--- config.mk ---
export PLATFORM = sky130hd
export DESIGN_NAME = output_writeback_flat
export DESIGN_NICKNAME = d
export VERILOG_FILES = /design/src/rtl/output_writeback_pkg.sv /design/src/rtl/output_writeback_if.sv /design/src/rtl/output_writeback_slots.sv /design/src/rtl/output_writeback.sv /design/src/flat_wrapper.sv
export SDC_FILE = /design/constraint.sdc
export NUM_CORES = 1
export LEC_CHECK = 0
export CAP_MARGIN = 5
export CORE_MARGIN = 5
export CORE_UTILIZATION = 45
export CTS_BUF_LIST = sky130_fd_sc_hd__clkbuf_4 sky130_fd_sc_hd__clkbuf_8
export CTS_CLUSTER_DIAMETER = 150
export DETAILED_ROUTE_END_ITERATION = 8
export PLACE_DENSITY_LB_ADDON = 0.15
export SLEW_MARGIN = 20
export SYNTH_ARGS = -nofsm -noshare
export SYNTH_HDL_FRONTEND = slang
export SYNTH_HIERARCHICAL = 1
export SYNTH_SLANG_ARGS = --single-unit
--- constraint.sdc ---
create_clock -name clk -period 3.7 [get_ports clk]
set_clock_uncertainty 0.15 [all_clocks]
set_input_delay 0.925 -clock clk [delete_from_list [all_inputs] [get_ports clk]]
set_output_delay 0.925 -clock clk [all_outputs]
set_load 0.1 [all_outputs]
--- src/rtl/output_writeback_pkg.sv ---
// rtl/output_writeback_pkg.sv - shared state encoding and default widths for output_writeback
//
// Purpose: FSM state type and default parameter values used by the
//          output_writeback top, its slot pipeline and its bus interface.
// Ports:   none (package).
package output_writeback_pkg;

  localparam int DATA_WIDTH  = 32;
  localparam int ADDR_WIDTH  = 16;
  localparam int COUNT_WIDTH = 16;
  localparam int BUFFER_SIZE = 16;

  typedef enum logic [1:0] {
    ST_IDLE = 2'd0,
    ST_RUN  = 2'd1,
    ST_DONE = 2'd2
  } state_t;

endpackage

--- src/rtl/output_writeback_if.sv ---
// rtl/output_writeback_if.sv - job control, FIFO read and memory write signals of output_writeback
//
// Purpose: bundles the job control, FIFO read side and memory write side.
// Modports:
//   slave  - the writeback engine (sees Start/BaseAddr/NumWords/FifoReady/
//            FifoData/MemAck, drives Pop2/MemWrite/MemAddr/MemData/Busy/Done)
//   master - the surrounding system (opposite directions)
interface output_writeback_if
  import output_writeback_pkg::*;
#(
  parameter int DataWidth  = DATA_WIDTH,
  parameter int AddrWidth  = ADDR_WIDTH,
  parameter int CountWidth = COUNT_WIDTH,
  parameter int BufferSize = BUFFER_SIZE
);

  logic                  Start;
  logic [AddrWidth-1:0]  BaseAddr;
  logic [CountWidth-1:0] NumWords;
  logic [BufferSize-1:0] FifoReady;
  logic [DataWidth-1:0]  FifoData;
  logic                  Pop2;
  logic                  MemWrite;
  logic [AddrWidth-1:0]  MemAddr;
  logic [DataWidth-1:0]  MemData;
  logic                  MemAck;
  logic                  Busy;
  logic                  Done;

  modport slave (
    input  Start, BaseAddr, NumWords, FifoReady, FifoData, MemAck,
    output Pop2, MemWrite, MemAddr, MemData, Busy, Done
  );

  modport master (
    output Start, BaseAddr, NumWords, FifoReady, FifoData, MemAck,
    input  Pop2, MemWrite, MemAddr, MemData, Busy, Done
  );

endinterface

--- src/rtl/output_writeback_slots.sv ---
// rtl/output_writeback_slots.sv - two-entry Next/Cur prefetch pipeline between FIFO and memory
//
// Purpose: Next holds the word most recently popped from the FIFO, Cur holds
//          the word currently offered to memory. Next advances into Cur when
//          Cur is empty or is being acknowledged, so a pop into Next and a
//          Next->Cur move may happen in the same cycle.
// Ports:
//   clk, aclr    clock, asynchronous active-high reset
//   push         FIFO pop strobe; push_data is captured into Next
//   push_data    FIFO head word
//   ack          memory acknowledge (only effective while Cur is valid)
//   next_valid   Next slot occupied
//   next_moves   Next transfers into Cur at the coming edge
//   cur_valid    Cur slot occupied (memory write request)
//   cur_data     Cur slot word (memory write data)
module output_writeback_slots
  import output_writeback_pkg::*;
#(
  parameter int DataWidth = DATA_WIDTH
) (
  input  logic                 clk,
  input  logic                 aclr,
  input  logic                 push,
  input  logic [DataWidth-1:0] push_data,
  input  logic                 ack,
  output logic                 next_valid,
  output logic                 next_moves,
  output logic                 cur_valid,
  output logic [DataWidth-1:0] cur_data
);

  logic [DataWidth-1:0] next_data;

  assign next_moves = next_valid & (~cur_valid | ack);

  always_ff @(posedge clk or posedge aclr) begin
    if (aclr) begin
      next_valid <= 1'b0;
      next_data  <= '0;
      cur_valid  <= 1'b0;
      cur_data   <= '0;
    end else begin
      // Cur: refill from Next takes priority over retiring on ack
      if (next_moves) begin
        cur_valid <= 1'b1;
        cur_data  <= next_data;
      end else if (cur_valid && ack) begin
        cur_valid <= 1'b0;
      end

      // Next: a fresh pop overwrites the slot even while it is moving out
      if (push) begin
        next_valid <= 1'b1;
        next_data  <= push_data;
      end else if (next_moves) begin
        next_valid <= 1'b0;
      end
    end
  end

endmodule

--- src/rtl/output_writeback.sv ---
// rtl/output_writeback.sv - output FIFO read side: pops result words and writes them to memory
//
// Purpose: one job per accepted Start writes NumWords FIFO words to memory
//          at BaseAddr, BaseAddr+1, ... (wrapping), using a valid/ack
//          handshake. A two-entry prefetch sustains one write per cycle
//          while MemAck stays high.
// Ports:
//   clk   clock, all state on rising edge
//   aclr  asynchronous active-high reset
//   bus   output_writeback_if.slave: Start/BaseAddr/NumWords job control,
//         FifoReady/FifoData/Pop2 FIFO read, MemWrite/MemAddr/MemData/MemAck
//         memory write, Busy/Done status
module output_writeback
  import output_writeback_pkg::*;
#(
  parameter int DataWidth  = DATA_WIDTH,
  parameter int AddrWidth  = ADDR_WIDTH,
  parameter int CountWidth = COUNT_WIDTH
) (
  input  logic           clk,
  input  logic           aclr,
  output_writeback_if.slave bus
);

  state_t                state, state_n;
  logic [CountWidth-1:0] pop_remain;
  logic [CountWidth-1:0] write_remain;
  logic [AddrWidth-1:0]  mem_addr;

  logic                  next_valid;
  logic                  next_moves;
  logic                  cur_valid;
  logic [DataWidth-1:0]  cur_data;

  logic                  start_ok;
  logic                  pop;
  logic                  wr_ack;
  logic                  busy_c;
  logic                  done_c;

  assign start_ok = (state == ST_IDLE) && bus.Start;
  assign wr_ack   = cur_valid && bus.MemAck;

  // Pop only when the Next slot is free or is being vacated this cycle
  assign pop = (state == ST_RUN) && (|bus.FifoReady) && (pop_remain != '0) &&
               (!next_valid || next_moves);

  output_writeback_slots #(
    .DataWidth (DataWidth)
  ) u_slots (
    .clk        (clk),
    .aclr       (aclr),
    .push       (pop),
    .push_data  (bus.FifoData),
    .ack        (bus.MemAck),
    .next_valid (next_valid),
    .next_moves (next_moves),
    .cur_valid  (cur_valid),
    .cur_data   (cur_data)
  );

  always_ff @(posedge clk or posedge aclr) begin
    if (aclr) begin
      state <= ST_IDLE;
    end else begin
      state <= state_n;
    end
  end

  always_comb begin
    state_n = state;
    busy_c  = 1'b0;
    done_c  = 1'b0;
    case (state)
      ST_IDLE: begin
        if (bus.Start) begin
          state_n = (bus.NumWords == '0) ? ST_DONE : ST_RUN;
        end
      end
      ST_RUN: begin
        busy_c = 1'b1;
        if (wr_ack && (write_remain == CountWidth'(1))) begin
          state_n = ST_DONE;
        end
      end
      ST_DONE: begin
        busy_c  = 1'b1;
        done_c  = 1'b1;
        state_n = ST_IDLE;
      end
      default: begin
        state_n = ST_IDLE;
      end
    endcase
  end

  // Job counters and write address. start_ok only occurs in IDLE, where no
  // pop or ack can happen, so the load never collides with a decrement.
  always_ff @(posedge clk or posedge aclr) begin
    if (aclr) begin
      pop_remain   <= '0;
      write_remain <= '0;
      mem_addr     <= '0;
    end else if (start_ok) begin
      pop_remain   <= bus.NumWords;
      write_remain <= bus.NumWords;
      mem_addr     <= bus.BaseAddr;
    end else begin
      if (pop) begin
        pop_remain <= pop_remain - CountWidth'(1);
      end
      if (wr_ack) begin
        write_remain <= write_remain - CountWidth'(1);
        mem_addr     <= mem_addr + AddrWidth'(1);
      end
    end
  end

  assign bus.Pop2     = pop;
  assign bus.MemWrite = cur_valid;
  assign bus.MemAddr  = mem_addr;
  assign bus.MemData  = cur_data;
  assign bus.Busy     = busy_c;
  assign bus.Done     = done_c;

endmodule
--- src/flat_wrapper.sv ---
// flat-port wrapper written by rule: the top's interface ports become plain ports
module output_writeback_flat import output_writeback_pkg::*;
#(
  parameter int DataWidth  = DATA_WIDTH,
  parameter int AddrWidth  = ADDR_WIDTH,
  parameter int CountWidth = COUNT_WIDTH
)
  (clk, aclr, bus_Start, bus_BaseAddr, bus_NumWords, bus_FifoReady, bus_FifoData, bus_MemAck, bus_Pop2, bus_MemWrite, bus_MemAddr, bus_MemData, bus_Busy, bus_Done);
  output_writeback_if #(.DataWidth(DataWidth), .AddrWidth(AddrWidth), .CountWidth(CountWidth)) bus_i ();
  input  logic clk;
  input  logic aclr;
  input wire logic [$bits(bus_i.Start)-1:0] bus_Start;
  input wire logic [$bits(bus_i.BaseAddr)-1:0] bus_BaseAddr;
  input wire logic [$bits(bus_i.NumWords)-1:0] bus_NumWords;
  input wire logic [$bits(bus_i.FifoReady)-1:0] bus_FifoReady;
  input wire logic [$bits(bus_i.FifoData)-1:0] bus_FifoData;
  input wire logic [$bits(bus_i.MemAck)-1:0] bus_MemAck;
  output wire logic [$bits(bus_i.Pop2)-1:0] bus_Pop2;
  output wire logic [$bits(bus_i.MemWrite)-1:0] bus_MemWrite;
  output wire logic [$bits(bus_i.MemAddr)-1:0] bus_MemAddr;
  output wire logic [$bits(bus_i.MemData)-1:0] bus_MemData;
  output wire logic [$bits(bus_i.Busy)-1:0] bus_Busy;
  output wire logic [$bits(bus_i.Done)-1:0] bus_Done;
  assign bus_i.Start = bus_Start;
  assign bus_i.BaseAddr = bus_BaseAddr;
  assign bus_i.NumWords = bus_NumWords;
  assign bus_i.FifoReady = bus_FifoReady;
  assign bus_i.FifoData = bus_FifoData;
  assign bus_i.MemAck = bus_MemAck;
  assign bus_Pop2 = bus_i.Pop2;
  assign bus_MemWrite = bus_i.MemWrite;
  assign bus_MemAddr = bus_i.MemAddr;
  assign bus_MemData = bus_i.MemData;
  assign bus_Busy = bus_i.Busy;
  assign bus_Done = bus_i.Done;
  output_writeback #(.DataWidth(DataWidth), .AddrWidth(AddrWidth), .CountWidth(CountWidth)) u_core (.clk(clk), .aclr(aclr), .bus(bus_i));
endmodule
Word level (Yosys, flattened, before mapping)
Index checks and enable logic that the tools add are counted.
- add/sub/neg operators: 3
- equality and inequality tests: 5
- muxes and demuxes: 16
- bitwise operators: 3
- reductions and logical operators: 18
- operator list (cell ; count):
    2-to-1 mux 16 bit ; 6
    subtractor 16 x 1 -> 16 bit (second input constant) ; 2
    adder 16 x 1 -> 16 bit (second input constant) ; 1
    == test 16 x 1 -> 1 bit (second input constant) ; 1
    logical NOT 16 bit ; 1
    nonzero test 16 bit ; 1
    OR reduction 16 bit ; 1
    nonzero test 2 bit ; 4
    logical AND 1 bit ; 6
    2-to-1 mux 1 bit ; 6
    2-to-1 mux 2 bit ; 3
    != test 2 bit (second input constant) ; 2
    one-hot mux 2 bit (2 select lines) ; 1
    == test 2 x 1 -> 1 bit (second input constant) ; 1
    == test 2 bit (second input constant) ; 1
    logical NOT 2 bit ; 1
    AND reduction 2 bit ; 1
    OR reduction 2 bit ; 1
    bitwise AND 1 bit ; 1
    logical NOT 1 bit ; 1
    logical OR 1 bit ; 1
    inverter 1 bit ; 1
    OR 1 bit ; 1
- bits in registers: 116
- input bits: 84
- output and inout port bits: 52
- word-level logic and storage cells: 53

Longest topological paths before layout
- word-level depth: 7
- depth in mapped cells: 9

Hierarchy
Netlist, hierarchy kept.
- modules (own cells, without submodules) (module ; times used ; cells an instance ; area each (um^2) ; seq. area each (um^2)):
    output_writeback ; 1 ; 314 ; 2871.5 ; 1251.2
    output_writeback_slots ; 1 ; 144 ; 2582.5 ; 1651.6

Least setup slack after synthesis
Ideal clock, no wire load.
- path kind: input port to flip-flop
- from: input bus_MemAck
- to: register u_core.u_slots.next_data[0]
- library setup time: 125 ps
- arrival: 4840 ps
- data required time: 3425 ps
- path slack: -1415 ps
- stages on the path: 9
- path buffers: 3
- cells stage by stage: nand2b_4 > nand2_4 > buf_6 > inv_1 > o21ai_1 > nor3_1 > buf_2 > buf_2 > mux2_2
- word-level cells in the longest chain between the ends: 4
- RTL lines (item ; RTL line ; RTL):
    start: declaration ; flat_wrapper.sv:17 ; input wire logic [$bits(bus_i.MemAck)-1:0] bus_MemAck;
    OR 1 bit ; output_writeback_slots.sv:34 ; assign next_moves = next_valid & (~cur_valid | ack);
    bitwise AND 1 bit ; output_writeback_slots.sv:34 ;
    via u_core.next_moves ; output_writeback.sv:31 ; logic next_moves;
    logical OR 1 bit ; output_writeback.sv:46 ; (!next_valid || next_moves);
    logical AND 1 bit ; output_writeback.sv:45 ; assign pop = (state == ST_RUN) && (|bus.FifoReady) && (pop_remain != '0) &&
    via bus_Pop2 ; flat_wrapper.sv:18 ; output wire logic [$bits(bus_i.Pop2)-1:0] bus_Pop2;
    end signal: assignment ; output_writeback_slots.sv:54 ; next_data <= push_data;
    end: declaration ; output_writeback_slots.sv:32 ; logic [DataWidth-1:0] next_data;
The timed path passes the listed nets, and every way through them passes these cells.
A chain may end at the register's enable or synchronous reset.

Final worst setup path
- from: input bus_MemAck
- to: output bus_Pop2
- word-level cells in the longest chain between the ends: 4
- RTL lines (item ; RTL line):
    OR 1 bit ; output_writeback_slots.sv:34
    bitwise AND 1 bit ; output_writeback_slots.sv:34
    via u_core.next_moves ; output_writeback.sv:31
    logical OR 1 bit ; output_writeback.sv:46
    logical AND 1 bit ; output_writeback.sv:45
    end: declaration ; flat_wrapper.sv:18
The timed path passes the listed nets, and every way through them passes these cells.

==> impl_results.md <==
* Status: complete, no violations
* Ys async rst share at 100%
* Syn_nets at 549
* Core Box Area at 0.0120 mm²
* Post-layout nets at 691
* DRC at 0
* Drt first pass iters at 4
* Fin crit share at 96.6%
* Area Overhead vs Synth at 34.8%
* Cells after Synth at 458
* Unique masters post-synth at 47
* Htree depth at 4
* Ant. Diodes at 0
* Initial Utilization at 45.6%
* Tightest Pin Transition at 0.778 ns
* Worst reg2reg startpoint: u_core/pop_remain[0]$_DFFE_PP0P_
* Largest net degree at the start of global routing at 44
* CTS max path bufs at 2
* Reg2reg end: u_core/u_slots/next_data[1]$_DFFE_PP0P_
* Multi-input gate area at 0.00238 mm²
* Die W at 120 µm
* Hold Startpoint: u_core/u_slots/next_data[13]$_DFFE_PP0P_
* Setup_tns at 0 ns
* Max Clk Rate at 280 MHz
* Ys Warns at 6
* Die outline area at 0.0144 mm²
* Gpl congestion at 0.818
* Max-cap violation count at 0
* Reg2reg path depth at 8
* Setup repair bufs after CTS at 0
* DRT Wirelength at 12.5 mm
* CTS Root Cell: clkbuf_8
* Worst Hold End: u_core/u_slots/cur_data[13]$_DFFE_PP0P_
* Reg-to-reg slack, setup at 1.05 ns
* Reg area at 0.00290 mm²
* Required time worst endpoint at 2.62 ns
* Hold-fix buffers, CTS at 0
* Fraction of layout cells with a size suffix above 1 at 28.2%
* Final global-route overflow total at 0
* Synth top area share at 53.2%
* Number of flops mapped to enable cells by yosys at 0
* Post_cts resized at 0
* Dpl hpwl at 8.86 mm
* Crit path launch type: primary input
* Num CTS Buffers at 17
* I/O pin cnt at 136
* Routed len/inst at 16.4 µm
* Rel. slew slack at 48.0%
* Crit path capture type: output port
* Synth top area cells: dfrtp_1 (53%), mux2_4 (8.0%), mux2_2 (7.2%), xnor2_1 (3.4%), o21ai_0 (2.5%)
* Final ANT Viol Nets at 0
* Initial antenna violation count at 0
* Synth Flop Type: dfrtp_1
* Final hold vios at 0
* Worst skew pair latency at 0.43 ns
* WP buf/inv at 3
* Worst Hold Depth at 1
* Yosys reg bits at 116
* Total clock sinks at 116
* FP Rows at 40
* Vias in the first global route at 4285
* Register area share after synthesis at 53.2%
* Slew Viols, Final at 0
* Post-synth top area cell: dfrtp_1
* First DRT Iteration DRCs at 318
* TritonCTS clock tree: yes
* CTS clk-pin slew, worst paths at 0.07 ns
* Die Y at 120 µm
* Fillers at 982
* Global-route wire length before repair at 21.0 mm
* Post-Syn Area at 0.00545 mm²
* DP Area at 0.00684 mm²
* IO buf count at 135
* CP max stage delay at 0.57 ns
* RSZ-0062 raised after global routing: no
* Hold Path Class: flop to flop
* Worst-path cell chain: clkdlybuf4s50_1, nand2b_4, nand2_4, inv_1, o21ai_1, nor3_4, buf_12
* GRT Total Usage at 18.2%
* Vias/cell at 5.35
* CP delay by family, top: buffers and inverters
* Avg Cell Area, Syn at 11.9 µm²
* Critical path class: primary input to output port
* Data arrival, critical path at 2.50 ns
* DR vias at 4064
* Cell area after layout at 0.00735 mm²
* Setup Viol. Count Final at 0
* Crit-path max FO at 8
* Period minus WS final at 3.58 ns
* Slowest CP cell: o21ai_1
* CP Depth at 7
routing by layer:
| metal | GRT usage, % | routed length [µm] | vias up |
|---|---|---|---|
| met5 | 0 | 0 | - |
| met4 | 7.80 | 212 | 0 |
| met3 | 6.60 | 973 | 19 |
| met2 | 29.5 | 6180 | 129 |
| met1 | 21.9 | 5130 | 2001 |
| li1 | - | - | 1915 |
layout by cell type (no fill, tap or decap), drive strengths merged:
cell type and instances:
a21oi 21, bufinv 7, xnor2 21, nand3 7, nor3 11, ha 7
nor2 25, nand4 6, nor4b 3, buf 62, a21o 1, nand2 29
mux2 64, xor2 14, o21ai 28, nor4 15, dfrtp 116, and2 2
o21bai 1, or4 13, nor2b 2, o31ai 5, a31oi 9, or4b 3
clkbuf 23, or2 3, nand2b 3, o41a 1, or3 6, nand3b 2
clkinv 1, mux2i 1, o211ai 1, inv 13, and4 3, clkdlybuf4s50 83
clkinvlp 1
per-stage QoR:
step | utilization (%) | std cells | setup slack [ns] | hold slack (ns)
after floorplan | - | 458 | 0.152 | 0.327
after global placement | 57.2 | 728 | 0.153 | 0.335
after detailed placement | 57.2 | 728 | 0.122 | 0.343
after CTS | 61.5 | 760 | 0.118 | 0.357
after global routing | 61.5 | 760 | 0.0214 | 0.366
final | 61.5 | 760 | 0.124 | 0.351
cell families (layout without fill, tap and decap cells):
family                   count (synthesis)  count (layout)  share of synthesized area [%]
buffers and inverters                   35             190                           3.30
adder cells (fa/ha/maj)                  7               7                           1.61
AO/OA/AOI/OAI                           67              67                           6.84
multiplexers                            65              65                           15.4
AND/OR/NAND/NOR                        133             133                           14.0
flip-flops                             116             116                           53.2
XOR/XNOR                                35              35                           5.62
registers in the layout, summed over array words and instances, names as in the netlist:
register	flops
u_core/u_slots/cur_valid	1
u_core/state	2
u_core/bus.MemAddr	16
u_core/u_slots/next_valid	1
u_core/u_slots/next_data	32
u_core/write_remain	16
u_core/u_slots/cur_data	32
u_core/pop_remain	16
how the worst max path moves through the flow:
| stage | endpoint | startpoint | slack, ns |
|---|---|---|---|
| 5_1_grt | bus_Pop2 | bus_MemAck | 0.02 |
| 3_5_place_dp | bus_Pop2 | bus_MemAck | 0.12 |
| 6_report | bus_Pop2 | bus_MemAck | 0.12 |
| 4_1_cts | bus_Pop2 | bus_MemAck | 0.12 |
| 3_3_place_gp | bus_Pop2 | bus_MemAck | 0.15 |
| 2_1_floorplan | u_core/u_slots/next_data[0]$_DFFE_PP0P_ | bus_MemAck | 0.15 |
worst reg2reg max path, stage by stage, from the launching register on:
cell	delay, ns
dfrtp_1	0.41
inv_1	0.07
ha_1	0.19
or4b_2	0.63
nor4_2	0.16
buf_4	0.20
nor3_4	0.05
buf_4	0.31
mux2_2	0.36
area by class of cell:
class | count | share of cell area (%)
clock inverter | 9 | 3.03
timing repair buffer | 145 | 18.0
clock buffer | 23 | 3.96
inverter | 13 | 0.664
multi-input combinational | 307 | 32.4
sequential | 116 | 39.5
tap | 147 | 2.50
synthesized netlist by cell type, types with 5 or more instances:
cell	number
nand2_1	27
a31oi_1	9
nand3_1	7
o31ai_1	5
mux2_4	29
or4_1	11
nor4_1	13
ha_1	7
clkbuf_1	9
mux2_2	35
xnor2_1	21
nor3_1	11
or3_1	5
xor2_1	14
inv_1	13
buf_2	7
o21ai_0	27
dfrtp_1	116
a21oi_1	21
nand4_1	6
nor2_1	25
Power is not shown: default switching activity piles up to over one toggle a cycle in this logic, so the estimate is an artifact.
